File: src/rtl/blackjack_score_display_if.sv
// blackjack_score_display_if
//   Update channel between the game FSM (master) and the score display
//   stage (slave).
//   Handshake: an update moves on a rising clock edge where upd_valid and
//   upd_ready are both high. The master holds upd_valid and the payload
//   (hand_scores, hand_hide, msg_code, msg_blink) stable until that edge.
//   upd_ready is high only while the display is idle. upd_done pulses for
//   one cycle once the new segment outputs are visible.
//   Signals:
//     upd_valid, hand_scores, hand_hide, msg_code, msg_blink : master -> slave
//     upd_ready, upd_done, hand_seg, msg_seg, dbg_state      : slave -> master
//     dbg_state : current FSM state (0 IDLE, 1 SHIFT, 2 STORE, 3 COMMIT)
interface blackjack_score_display_if #(
    parameter int NUM_HANDS = 2,
    parameter int SCORE_W   = 5
);
    logic                           upd_valid;
    logic                           upd_ready;
    logic [NUM_HANDS*SCORE_W-1:0]   hand_scores;
    logic [NUM_HANDS-1:0]           hand_hide;
    logic [2:0]                     msg_code;
    logic                           msg_blink;
    logic                           upd_done;
    logic [NUM_HANDS*14-1:0]        hand_seg;
    logic [27:0]                    msg_seg;
    logic [1:0]                     dbg_state;

    modport master (
        output upd_valid, hand_scores, hand_hide, msg_code, msg_blink,
        input  upd_ready, upd_done, hand_seg, msg_seg, dbg_state
    );

    modport slave (
        input  upd_valid, hand_scores, hand_hide, msg_code, msg_blink,
        output upd_ready, upd_done, hand_seg, msg_seg, dbg_state
    );
endinterface

File: src/rtl/blackjack_score_display.sv
// blackjack_score_display
//   Registered 7-segment output stage for the blackjack game. Accepts a
//   snapshot of NUM_HANDS scores plus a message code, converts each score
//   to two decimal digits with a sequential double-dabble converter (one
//   shift per cycle), then commits all segment outputs in one cycle.
//   Supports per-hand hiding ("--"), tens-digit blanking and, when the
//   DISPLAY_BLINK_EN macro is defined, a blinking message field.
//   Ports:
//     clk   : system clock
//     reset : synchronous, active-high
//     bus   : blackjack_score_display_if.slave (update channel + segments)
//   Segments are active-low, bit0 = a ... bit6 = g.
//   Latency: outputs change on edge NUM_HANDS*(SCORE_W+1)+1 after acceptance.
module blackjack_score_display #(
    parameter int NUM_HANDS = 2,
    parameter int SCORE_W   = 5,
    parameter int BLINK_DIV = 25000000
) (
    input  logic                         clk,
    input  logic                         reset,
    blackjack_score_display_if.slave     bus
);

    if (NUM_HANDS < 1 || NUM_HANDS > 4) begin : gNumHandsCheck
        $error("NUM_HANDS must be 1..4");
    end
    if (SCORE_W < 4 || SCORE_W > 6) begin : gScoreWCheck
        $error("SCORE_W must be 4..6");
    end
    if (BLINK_DIV < 1) begin : gBlinkDivCheck
        $error("BLINK_DIV must be at least 1");
    end

    localparam int          DDW      = SCORE_W + 8;
    localparam logic [1:0]  LAST_IDX = 2'(NUM_HANDS - 1);
    localparam logic [2:0]  LAST_BIT = 3'(SCORE_W - 1);
    localparam logic [6:0]  SEG_BLANK = 7'h7F;
    localparam logic [6:0]  SEG_DASH  = 7'h3F;

    typedef enum logic [1:0] {IDLE = 2'd0, SHIFT = 2'd1, STORE = 2'd2, COMMIT = 2'd3} state_t;

    state_t state, nextState;

    logic [NUM_HANDS*SCORE_W-1:0] scoresReg;
    logic [NUM_HANDS-1:0]         hideReg;
    logic [2:0]                   codeReg;
    logic [DDW-1:0]               ddReg;
    logic [2:0]                   bitCnt;
    logic [1:0]                   idx;
    logic [NUM_HANDS*14-1:0]      shadowSeg;
    logic [NUM_HANDS*14-1:0]      handSegReg;
    logic [27:0]                  msgSegReg;
    logic                         doneReg;
    logic                         accept;

    // Character codes shared with sevenSegmentDecoder: 0-9 digits,
    // 10-35 letters A-Z, 62 dash, 63 blank.
    function automatic logic [6:0] segOf(input logic [5:0] c);
        logic [6:0] s;
        case (c)
            6'd0:  s = 7'h40;  6'd1:  s = 7'h79;  6'd2:  s = 7'h24;
            6'd3:  s = 7'h30;  6'd4:  s = 7'h19;  6'd5:  s = 7'h12;
            6'd6:  s = 7'h02;  6'd7:  s = 7'h78;  6'd8:  s = 7'h00;
            6'd9:  s = 7'h10;
            6'd10: s = 7'h08;  // A
            6'd11: s = 7'h03;  // b
            6'd14: s = 7'h06;  // E
            6'd17: s = 7'h09;  // H
            6'd18: s = 7'h79;  // I
            6'd19: s = 7'h61;  // J
            6'd20: s = 7'h0A;  // K
            6'd21: s = 7'h47;  // L
            6'd23: s = 7'h2B;  // n
            6'd24: s = 7'h40;  // O
            6'd25: s = 7'h0C;  // P
            6'd27: s = 7'h2F;  // r
            6'd28: s = 7'h12;  // S
            6'd29: s = 7'h07;  // t
            6'd32: s = 7'h41;  // W (drawn as U)
            6'd34: s = 7'h11;  // Y
            6'd62: s = SEG_DASH;
            default: s = SEG_BLANK;
        endcase
        return s;
    endfunction

    function automatic logic [27:0] msgSegOf(input logic [2:0] code);
        logic [23:0] chars;  // four 6-bit character codes, leftmost first
        case (code)
            3'd1:    chars = {6'd28, 6'd29, 6'd27, 6'd29};  // STRT
            3'd2:    chars = {6'd25, 6'd21, 6'd10, 6'd34};  // PLAY
            3'd3:    chars = {6'd17, 6'd18, 6'd29, 6'd63};  // HIT
            3'd4:    chars = {6'd11, 6'd21, 6'd19, 6'd20};  // BLJK
            3'd5:    chars = {6'd32, 6'd18, 6'd23, 6'd63};  // WIN
            3'd6:    chars = {6'd21, 6'd24, 6'd28, 6'd14};  // LOSE
            3'd7:    chars = {6'd29, 6'd18, 6'd14, 6'd63};  // TIE
            default: chars = {4{6'd63}};
        endcase
        return {segOf(chars[23:18]), segOf(chars[17:12]), segOf(chars[11:6]), segOf(chars[5:0])};
    endfunction

    // One double-dabble step: add 3 to any BCD nibble >= 5, then shift left.
    function automatic logic [DDW-1:0] ddStep(input logic [DDW-1:0] v);
        logic [DDW-1:0] t;
        t = v;
        if (t[SCORE_W+3:SCORE_W] >= 4'd5)   t[SCORE_W+3:SCORE_W]   = t[SCORE_W+3:SCORE_W] + 4'd3;
        if (t[SCORE_W+7:SCORE_W+4] >= 4'd5) t[SCORE_W+7:SCORE_W+4] = t[SCORE_W+7:SCORE_W+4] + 4'd3;
        return t << 1;
    endfunction

    // Loop-based select keeps every part-select statically in range.
    function automatic logic [SCORE_W-1:0] scoreAt(input logic [NUM_HANDS*SCORE_W-1:0] s,
                                                   input logic [1:0] sel);
        logic [SCORE_W-1:0] r;
        r = '0;
        for (int h = 0; h < NUM_HANDS; h++)
            if (2'(h) == sel) r = s[h*SCORE_W +: SCORE_W];
        return r;
    endfunction

    assign accept = bus.upd_valid && (state == IDLE);

    always_ff @(posedge clk) begin
        if (reset) state <= IDLE;
        else       state <= nextState;
    end

    always_comb begin
        nextState = state;
        case (state)
            IDLE:   if (bus.upd_valid) nextState = SHIFT;
            SHIFT:  if (bitCnt == LAST_BIT) nextState = STORE;
            STORE:  nextState = (idx == LAST_IDX) ? COMMIT : SHIFT;
            COMMIT: nextState = IDLE;
            default: nextState = IDLE;
        endcase
    end

    always_ff @(posedge clk) begin
        if (reset) begin
            scoresReg  <= '0;
            hideReg    <= '0;
            codeReg    <= '0;
            ddReg      <= '0;
            bitCnt     <= '0;
            idx        <= '0;
            shadowSeg  <= {(NUM_HANDS*2){SEG_BLANK}};
            handSegReg <= {(NUM_HANDS*2){SEG_BLANK}};
            msgSegReg  <= {4{SEG_BLANK}};
            doneReg    <= 1'b0;
        end else begin
            doneReg <= 1'b0;
            case (state)
                IDLE: begin
                    if (accept) begin
                        scoresReg <= bus.hand_scores;
                        hideReg   <= bus.hand_hide;
                        codeReg   <= bus.msg_code;
                        ddReg     <= {8'd0, bus.hand_scores[SCORE_W-1:0]};
                        bitCnt    <= '0;
                        idx       <= '0;
                    end
                end
                SHIFT: begin
                    ddReg  <= ddStep(ddReg);
                    bitCnt <= (bitCnt == LAST_BIT) ? 3'd0 : bitCnt + 3'd1;
                end
                STORE: begin
                    // Hidden hands are converted anyway so latency never varies.
                    for (int h = 0; h < NUM_HANDS; h++) begin
                        if (2'(h) == idx) begin
                            if (hideReg[h])
                                shadowSeg[h*14 +: 14] <= {SEG_DASH, SEG_DASH};
                            else
                                shadowSeg[h*14 +: 14] <= {
                                    (ddReg[SCORE_W+7:SCORE_W+4] == 4'd0) ? SEG_BLANK
                                        : segOf({2'b00, ddReg[SCORE_W+7:SCORE_W+4]}),
                                    segOf({2'b00, ddReg[SCORE_W+3:SCORE_W]})};
                        end
                    end
                    if (idx != LAST_IDX) begin
                        idx   <= idx + 2'd1;
                        ddReg <= {8'd0, scoreAt(scoresReg, idx + 2'd1)};
                    end
                end
                COMMIT: begin
                    handSegReg <= shadowSeg;
                    msgSegReg  <= msgSegOf(codeReg);
                    doneReg    <= 1'b1;
                end
                default: ;
            endcase
        end
    end

`ifdef DISPLAY_BLINK_EN
    logic [31:0] blinkCnt;
    logic        blinkPhase;  // 1 = message shown
    logic        blinkReq;    // blink request that belongs to the capture in flight
    logic        dispBlink;   // blink request of the message currently shown

    always_ff @(posedge clk) begin
        if (reset) begin
            blinkCnt   <= '0;
            blinkPhase <= 1'b1;
            blinkReq   <= 1'b0;
            dispBlink  <= 1'b0;
        end else begin
            if (blinkCnt == 32'(BLINK_DIV - 1)) begin
                blinkCnt   <= '0;
                blinkPhase <= ~blinkPhase;
            end else begin
                blinkCnt <= blinkCnt + 32'd1;
            end
            if (accept)           blinkReq  <= bus.msg_blink;
            if (state == COMMIT)  dispBlink <= blinkReq;
        end
    end

    assign bus.msg_seg = (dispBlink && !blinkPhase) ? {4{SEG_BLANK}} : msgSegReg;
`else
    logic unusedBlink;
    assign unusedBlink = bus.msg_blink;
    assign bus.msg_seg = msgSegReg;
`endif

    assign bus.upd_ready = (state == IDLE);
    assign bus.upd_done  = doneReg;
    assign bus.hand_seg  = handSegReg;
    assign bus.dbg_state = state;

endmodule

File: src/flat_wrapper.sv
// flat-port wrapper written by rule: the top's interface ports become plain ports
module blackjack_score_display_flat 
#(
    parameter int NUM_HANDS = 2,
    parameter int SCORE_W   = 5,
    parameter int BLINK_DIV = 25000000
)
  (clk, reset, bus_upd_valid, bus_hand_scores, bus_hand_hide, bus_msg_code, bus_msg_blink, bus_upd_ready, bus_upd_done, bus_hand_seg, bus_msg_seg, bus_dbg_state);
  blackjack_score_display_if #(.NUM_HANDS(NUM_HANDS), .SCORE_W(SCORE_W)) bus_i ();
  input  logic clk;
  input  logic reset;
  input wire logic [$bits(bus_i.upd_valid)-1:0] bus_upd_valid;
  input wire logic [$bits(bus_i.hand_scores)-1:0] bus_hand_scores;
  input wire logic [$bits(bus_i.hand_hide)-1:0] bus_hand_hide;
  input wire logic [$bits(bus_i.msg_code)-1:0] bus_msg_code;
  input wire logic [$bits(bus_i.msg_blink)-1:0] bus_msg_blink;
  output wire logic [$bits(bus_i.upd_ready)-1:0] bus_upd_ready;
  output wire logic [$bits(bus_i.upd_done)-1:0] bus_upd_done;
  output wire logic [$bits(bus_i.hand_seg)-1:0] bus_hand_seg;
  output wire logic [$bits(bus_i.msg_seg)-1:0] bus_msg_seg;
  output wire logic [$bits(bus_i.dbg_state)-1:0] bus_dbg_state;
  assign bus_i.upd_valid = bus_upd_valid;
  assign bus_i.hand_scores = bus_hand_scores;
  assign bus_i.hand_hide = bus_hand_hide;
  assign bus_i.msg_code = bus_msg_code;
  assign bus_i.msg_blink = bus_msg_blink;
  assign bus_upd_ready = bus_i.upd_ready;
  assign bus_upd_done = bus_i.upd_done;
  assign bus_hand_seg = bus_i.hand_seg;
  assign bus_msg_seg = bus_i.msg_seg;
  assign bus_dbg_state = bus_i.dbg_state;
  blackjack_score_display #(.NUM_HANDS(NUM_HANDS), .SCORE_W(SCORE_W), .BLINK_DIV(BLINK_DIV)) u_core (.clk(clk), .reset(reset), .bus(bus_i));
endmodule
File: config.mk
export PLATFORM = sky130hd
export DESIGN_NAME = blackjack_score_display_flat
export DESIGN_NICKNAME = d
export VERILOG_FILES = /design/src/rtl/blackjack_score_display_if.sv /design/src/rtl/blackjack_score_display.sv /design/src/flat_wrapper.sv
export SDC_FILE = /design/constraint.sdc
export NUM_CORES = 1
export LEC_CHECK = 0
export ABC_AREA = 1
export CAP_MARGIN = 15
export CORE_UTILIZATION = 45
export DETAILED_ROUTE_END_ITERATION = 16
export PLACE_DENSITY = 0.71
export SYNTH_ARGS = -nofsm -noshare
export SYNTH_HDL_FRONTEND = slang
export SYNTH_SLANG_ARGS = --single-unit
File: constraint.sdc
create_clock -name clk -period 4.1 [get_ports clk]
set_input_delay 0.41 -clock clk [delete_from_list [all_inputs] [get_ports clk]]
set_output_delay 0.41 -clock clk [all_outputs]
set_load 0.03 [all_outputs]
Word-level counts from Yosys, hierarchy flattened
Memories as Yosys holds them, arrays and structs flattened. A register that Yosys moved wholly into a read port is not among the register bits.
Cells that the tools add are included.
{"block": "word_totals", "n_memories": 8, "reg_bits": 92, "word_cells": 92, "mem_bits_ro": 2240}
{"block": "op_classes", "order_cmp": 2, "n_eq_ne": 19, "n_reduce_logical": 15, "mux": 33, "add_sub_neg": 4}
{"name": "(no name shown)", "words": 64, "width": 7, "read_ports": 1, "rd_clocked_by_memory_dff": 1, "write_ports": 0, "line_no": "blackjack_score_display.sv:60", "source": "case (c)"}
{"name": "(no name shown)", "words": 64, "width": 7, "read_ports": 1, "rd_clocked_by_memory_dff": 1, "write_ports": 0, "line_no": "blackjack_score_display.sv:60"}
{"name": "(no name shown)", "words": 64, "width": 7, "read_ports": 1, "rd_clocked_by_memory_dff": 1, "write_ports": 0, "line_no": "blackjack_score_display.sv:60"}
{"name": "(no name shown)", "words": 64, "width": 7, "read_ports": 1, "rd_clocked_by_memory_dff": 1, "write_ports": 0, "line_no": "blackjack_score_display.sv:60"}
{"name": "(no name shown)", "words": 16, "width": 7, "read_ports": 1, "rd_clocked_by_memory_dff": 1, "write_ports": 0, "line_no": "blackjack_score_display.sv:60"}
{"name": "(no name shown)", "words": 16, "width": 7, "read_ports": 1, "rd_clocked_by_memory_dff": 1, "write_ports": 0, "line_no": "blackjack_score_display.sv:60"}
{"name": "2 more memories"}
{"cell": "$pmux W24 S7", "n": 1}
{"cell": "$mux W24", "n": 2}
{"cell": "$pmux W13 S3", "n": 1}
{"cell": "$mux W4", "n": 9}
{"cell": "$mux W14", "n": 2}
{"cell": "$mux W13", "n": 2}
{"cell": "$eq A3 B3 Y1 const B", "n": 5}
{"cell": "$mux W7", "n": 2}
{"cell": "$mux W2", "n": 5}
{"cell": "$mux W5", "n": 2}
{"cell": "$reduce_and A2 Y1", "n": 5}
{"cell": "$mux W3", "n": 3}
{"cell": "$ge A4 B3 Y1 const B", "n": 2}
{"cell": "$ne A2 B1 Y1 const B", "n": 4}
{"cell": "$pmux W2 S4", "n": 1}
{"cell": "$eq A3 B2 Y1 const B", "n": 2}
{"cell": "$logic_not A2 Y1", "n": 3}
{"cell": "$pmux W3 S2", "n": 1}
{"cell": "$reduce_and A3 Y1", "n": 2}
{"cell": "$add A4 B2 Y4 const B", "n": 1}
{"cell": "$eq A1 B2 Y1 const A", "n": 2}
{"cell": "$eq A2 B1 Y1 const B", "n": 2}
{"cell": "$eq A2 B2 Y1 const B", "n": 2}
{"cell": "$logic_not A4 Y1", "n": 1}
{"cell": "other kinds (10)", "n": 11}

Logic depth before layout (Yosys ltp)
{"block": "depth", "ltp_word": 8, "depth_mapped": 19}

Worst setup path after synthesis
No wires, ideal clock.
{"block": "synth_path", "path_kind": "reg2reg", "from": "reg u_core.state[0] (netlist: u_core.bus.dbg_state[0])", "to": "reg with a tool-made name", "arrival_time_ps": 2511, "t_required_ps": 3981, "setup_ps": 119, "setup_slack_ps": 1471, "period_less_slack_ps": 2629, "n_path_buf": 1, "path_stages_with_launch": 14, "path_cell_list": "dfxtp_1 -> inv_1 -> ha_1 -> nand2_1 -> nand2_2 -> nor2_4 -> buf_6 -> o21ai_2 -> nor2_1 -> inv_1 -> ha_1 -> inv_1 -> o21ai_0 -> nand2_1"}
{"element": "start, declared", "line_no": "blackjack_score_display.sv:42", "source": "state_t state, nextState;"}
{"element": "start signal, assigned", "line_no": "blackjack_score_display.sv:125", "source": "else state <= nextState;"}

Worst setup path after layout
{"block": "layout_path", "from": "reg u_core.codeReg[1]", "to": "reg u_core.msgSegReg[3] (netlist: u_core.bus.msg_seg[3])"}
{"block": "layout_between", "elab_chain_len": 4, "elab_cells_between_ends": 10}
{"element": "start, declared", "line_no": "blackjack_score_display.sv:46", "source": "logic [2:0] codeReg;"}
{"element": "start signal, assigned", "line_no": "blackjack_score_display.sv:158", "source": "codeReg <= bus.msg_code;"}
{"element": "$eq A3 B3 Y1, or another cell as far along", "line_no": "blackjack_score_display.sv:89", "source": "case (code)"}
{"element": "$pmux W24 S7 (*)", "line_no": "blackjack_score_display.sv:89"}
{"element": "$mux W24 (*)", "line_no": "blackjack_score_display.sv:153", "source": "case (state)"}
{"element": "$mux W24 (*)", "line_no": "blackjack_score_display.sv:140", "source": "if (reset) begin"}
{"element": "end, declared", "line_no": "blackjack_score_display.sv:52", "source": "logic [27:0] msgSegReg;"}
Every way passes the cells marked *; elsewhere a longest branch is shown, timed or not. The select of a mux whose other input is x is not followed.
A chain may end at the register's enable or synchronous reset.

==> results.ini <==
[timing]
finalCritPeriodShare_pct = 74.41
fin_crit_ns = 3.051
worst_pin_slew_ns = 0.7892
slew_violations = 0
setup_tns_ns = 0
final-hold-violation-count = 0
fin_skew_ns = 0.007571
relSlewSlack_pct = 47.33
holdWs_ns = 0.4569
fin_ws_ns = 1.049
rsz0062_at_grt = false
finalSetupViolCount = 0
fmax_mhz = 327.8

[synth]
synth_area_per_cell_um2 = 7.352
mappedNetlistArea_um2 = 6646
yosysWarnings = 0
synth_top_area_share_pct = 40.36
synthArstFlopShare_pct = 0
synth_edf_count = 0
synth_seq_area_share_pct = 40.36
synth_cell_type_count = 45
synth_area_leaders = dfxtp_1 (40%), nand2_1 (14%), ha_1 (8.7%)
synth_largest_area_cell = dfxtp_1
syn_nets = 970
synth_seq_cells = 134
synth_ff_type = dfxtp_1
postSynthCellCount = 904

[drt]
dr_wl_met3_um = 761
wl_met2_mm = 6.781
drt_iter0_drc = 518
wire_per_inst_um = 12.93
met1_length_mm = 7.339
top_layer_used = met4
drc = 0
ant_nets = 0
vias_per_cell = 5.141
wl_mm = 15.04
dr.pass1.iters = 5
num_vias = 5979

[worst_hold_path]
holdCritStartpoint = u_core.bus.hand_seg[26]
holdCritPathClass = flip-flop to flip-flop
hold_end = u_core.bus.hand_seg[26]
hold_depth = 2

[final_layout]
areaGrowthSynthToFinish_pct = 22.29
drive_gt1_share_pct = 8.172
multi_input_area_um2 = 3427
final_common_cell = nand2_1
finalNetCount = 1032
insertedDiodeCount = 0
fillCellCount = 1343
final_cell_mix = nand2_1 (252), dfxtp_1 (134), inv_1 (83), nand3_1 (78), clkdlybuf4s50_1 (77)
seq_area_um2 = 2683

[pwr]
finalPower_mw = 5.544
power_leakage_nw = 3.659
ir_drop_mv = 0.4546
p_per_area_nw_per_um2 = 682.2

[placement]
io_buffers = 77
dp_slack_ns = 1.084
dp_hpwl_mm = 10.76
place.gp.congestion = 0.9190

[setup_path]
crit_type = flip-flop to flip-flop
cp.required_ns = 4.46
reg2reg_slack_ns = 1.05
worst_setup_path_end_kind = flip-flop
reg2regPathDepth = 18
startpoint_type = flip-flop
worst_ep_arrival_time_ns = 3.41
reg2reg_to = u_core.bus.msg_seg[3]
worstReg2RegStart = u_core.codeReg[1]
cp_max_fo = 15

[global_route]
grt_first_pass_wirelength_mm = 25.54
grt.overflow.total = 0
antenna_found_initial = 0
grt_use_total_pct = 21.13
grt_pass1_vias = 5384
grt_max_degree = 61

[cts]
h-tree-depth = 4
post_cts_buffers = 0
path_clk_slew_ns = 0.06
cts_buffers = 17
cts_hold_buf = 0
ctsRootBufferMaster = clkbuf_16
cts.repair.resized = 0
cts_sinks = 134
cts_tree = built
clockBufferDepth = 2
clock_latency_ns = 0.42

[die]
row_count = 44
io_pins = 79
die_width_um = 123.5
core_region_area_um2 = 14480
fp.dieH_um = 123.5
start_util_pct = 45.90
die_area_um2 = 15260

[job]
drv_cap = 0

[status]
outcome = complete, no violations

cells in the mapped netlist (all sizes together) (2+ instances only):
| library cell | instances |
|---|---|
| nor2 | 66 |
| a21boi | 2 |
| clkinv | 2 |
| nand2 | 263 |
| o31ai | 2 |
| o22ai | 27 |
| o21ai | 55 |
| o211ai | 5 |
| nand4 | 4 |
| buf | 16 |
| a31oi | 7 |
| a21oi | 56 |
| a211oi | 4 |
| clkbuf | 22 |
| ha | 46 |
| a22oi | 4 |
| nor3 | 4 |
| nand3 | 82 |
| dfxtp | 134 |
| o221ai | 2 |
| inv | 92 |
power breakdown:
part	internal [mW]	total, mW	switching, mW
clock network	0.991	1.60	0.614
logic	0.755	2.26	1.51
registers	1.52	1.68	0.151
worst max path at each step:
stage | startpoint | endpoint | depth (start not counted)
3_5_place_dp | u_core.codeReg[1] | u_core.bus.msg_seg[3] | 18
4_1_cts | u_core.codeReg[1] | u_core.bus.msg_seg[3] | 18
3_3_place_gp | u_core.codeReg[1] | u_core.bus.msg_seg[2] | 17
2_1_floorplan | u_core.bus.dbg_state[0] | flip-flop | 13
6_report | u_core.codeReg[1] | u_core.bus.msg_seg[3] | 18
5_1_grt | u_core.codeReg[1] | u_core.bus.msg_seg[5] | 18
routing by layer:
metal  up-vias  GRT usage, %
met3        16         4.843
met2       165         32.75
li1       3089             -
met5         -             0
met4         0         6.401
met1      2709         29.07
logic make-up after synthesis:
| kind of cell | synth area share [%] |
|---|---|
| DFF | 40.36 |
| xor gates and xnor gates | 0.1318 |
| buffers and inverters | 8.114 |
| and+or+nand+nor | 27.45 |
| AOI/OAI and AO/OA | 14.99 |
| adders and majority gates | 8.961 |
metrics by stage:
stage,cell area [um2],cells,util [%]
after global routing,8128,1163,56.14
after CTS,8128,1163,56.14
after floorplan,6646,904,-
after global placement,7501,1131,51.81
after detailed placement,7501,1131,51.81
final,8128,1163,56.14
critical path, cell delays in order (launching register included):
cell	delay, ns
dfxtp_1	0.57
inv_2	0.16
ha_1	0.36
inv_4	0.20
nand2_1	0.13
nor2_4	0.24
nor2_2	0.08
nand2_1	0.21
inv_1	0.14
ha_1	0.30
inv_1	0.10
nand2_4	0.06
nand3_1	0.08
nand3_1	0.07
nand2_1	0.07
nand2_1	0.05
nand2_1	0.07
nand2_1	0.05
nand2_1	0.07
area by class of cell:
type	instances	area share, %
Clock inverter	14	2.309
Clock buffer	18	5.403
Sequential cell	134	33.00
Inverter	94	4.433
Multi-Input combinational cell	638	42.16
Tap cell	184	2.833
Timing Repair Buffer	81	9.852
Power figures use the tool's default switching activity.
==> patch: new RTL, same flow settings <==
`NUM_HANDS` is set to 2 in 3 places; all go to 1.
--- a/src/rtl/blackjack_score_display_if.sv
+++ b/src/rtl/blackjack_score_display_if.sv
@@ -13,3 +13,3 @@
 interface blackjack_score_display_if #(
-    parameter int NUM_HANDS = 2,
+    parameter int NUM_HANDS = 1,
     parameter int SCORE_W   = 5
--- a/src/rtl/blackjack_score_display.sv
+++ b/src/rtl/blackjack_score_display.sv
@@ -14,3 +14,3 @@
 module blackjack_score_display #(
-    parameter int NUM_HANDS = 2,
+    parameter int NUM_HANDS = 1,
     parameter int SCORE_W   = 5,
--- a/src/flat_wrapper.sv
+++ b/src/flat_wrapper.sv
@@ -3,3 +3,3 @@
 #(
-    parameter int NUM_HANDS = 2,
+    parameter int NUM_HANDS = 1,
     parameter int SCORE_W   = 5,
Ports: changed (resized bus_hand_hide, bus_hand_scores and bus_hand_seg); port bits go from 79 to 59. The function was not compared with the original's and may differ.
==> patch against the unedited design <==
Hold slack got worse by 0.0061 ns. Area after synthesis decreased by 30%. Sequential cell count decreased by 34. Fmax increased by 10%. Cell area decreased by 32%. Sequential share of layout area increased by 3.0 points. Setup slack improved by 0.29 ns. Power decreased by 39%. Wire length decreased by 34%. Critical path type unchanged.
==> patch: results (changes against the unedited design) <==
Root Driver=clkbuf_8; status=complete, no violations; nets=715 (-31%); # fillers=887 (-34%); worst-path fanout max=14 (-1); maximum vdd drop=0.244 mV (-46%); H-tree levels=3 (-1); Global Route Usage Sum=19.3% (-1.8 points); global-route wire length before repair=17.1 mm (-33%); synth unique cells=32 (-29%); pin count of the biggest net entering global routing=44 (-28%); Vias=4,075 (-32%); vias in the first global route=3,771 (-30%); CTS buffer count=9 (-8); Post-synth top cells=nand2_1 (159), dfxtp_1 (100), inv_1 (53), nand3_1 (47), a21oi_1 (46); I/O Buffers=57 (-26%); leakage power=2.58 nW (-29%); Hold Crit Class=register to register; Synth top area share=43.1% (+2.7 points); GP Congestion=0.858 (-6.7%); Arr. time, crit path=3.04 ns (-0.37 ns); setup slack at placement=1.32 ns (+0.232 ns); layout cell share with drive strength beyond 1=8.15% (-0.023 points); clock skew=0.0136 ns (+0.00601 ns); DRT Pass-1 Iters=4 (-1); Worst-Margin Slew=0.530 ns (-0.259 ns); Critical Path Max Stage Delay=0.42 ns (-0.15 ns); wire length per cell=12.2 microns (-5.6%); register clock-pin slew on the reported worst setup and hold paths=0.12 ns (+0.06 ns); syn nets=664 (-32%); post-DP HPWL=6.99 mm (-35%); critical path's slowest cell=dfxtp_1; initial antenna violation count=0 (unchanged); Worst-Skew Late Latency=0.38 ns (-0.04 ns); DRT iter0 DRCs=207 (-60%); sequential area share after synthesis=43.1% (+2.7 points); Synth area leaders=dfxtp_1 (43%), nand2_1 (13%), ha_1 (8.4%), nand3_1 (5.1%), a21oi_1 (5.0%)
-- patch: cell type report --
cell class,count,share of cell area [%]
Multi-Input combinational cell,431,41.4
Sequential cell,100,36.0
Inverter,66,4.45
Clock inverter,7,1.60
Tap cell,133,2.99
Timing Repair Buffer,62,11.3
Clock buffer,9,2.23
-- patch: logic make-up after synthesis --
group	Yosys count	share of synthesized area (%)
buffers and inverters	88	7.27
and+or+nand+nor	278	26.3
xor gates and xnor gates	1	0.189
DFF	100	43.1
AOI/OAI and AO/OA	120	14.4
adders and majority gates	32	8.78
-- patch: final timing paths --
| path | cells past startpoint | startpoint | endpoint | slack, ns |
|---|---|---|---|---|
| worst max-delay path | 14 | u_core.bus.dbg_state[0] | register | 1.34 |
| worst min-delay path | 2 | register | u_core.shadowSeg[8] | 0.45 |
| worst max register to register | 14 | u_core.bus.dbg_state[0] | register | 1.34 |
| worst min register to register | 2 | register | u_core.shadowSeg[8] | 0.45 |
-- patch: power breakdown --
part	switching (mW)	total, mW	internal (mW)
logic	0.950	1.47	0.522
clock network	0.398	0.647	0.249
registers	0.119	1.27	1.15
total	1.47	3.38	1.92
-- patch: worst reg2reg max path: stages, from the launching register on --
cell and delay (ns):
dfxtp_1 0.42, inv_1 0.10, ha_1 0.34, inv_1 0.18, nand2_1 0.10, nand3_2 0.17
inv_2 0.14, nand2_1 0.08, o21ai_1 0.11, nor2_1 0.25, inv_1 0.15, ha_1 0.29
nand3b_1 0.17, nand3_1 0.11, nand2_1 0.06
-- patch: routing by layer --
layer,share of wire [%],global-route usage [%]
met5,0,0
met4,0.49,7.14
met3,3.5,3.15
met2,48,32.5
met1,48,24.9
-- patch: stage by stage --
stage	hold slack, ns	instances	util (%)	area (sq um)
after floorplan	0.416	619	-	4640
after global placement	0.430	791	53.7	5320
after detailed placement	0.433	791	53.7	5320
after CTS	0.458	807	55.8	5530
after global routing	0.468	808	56.1	5560
final	0.451	808	56.1	5560
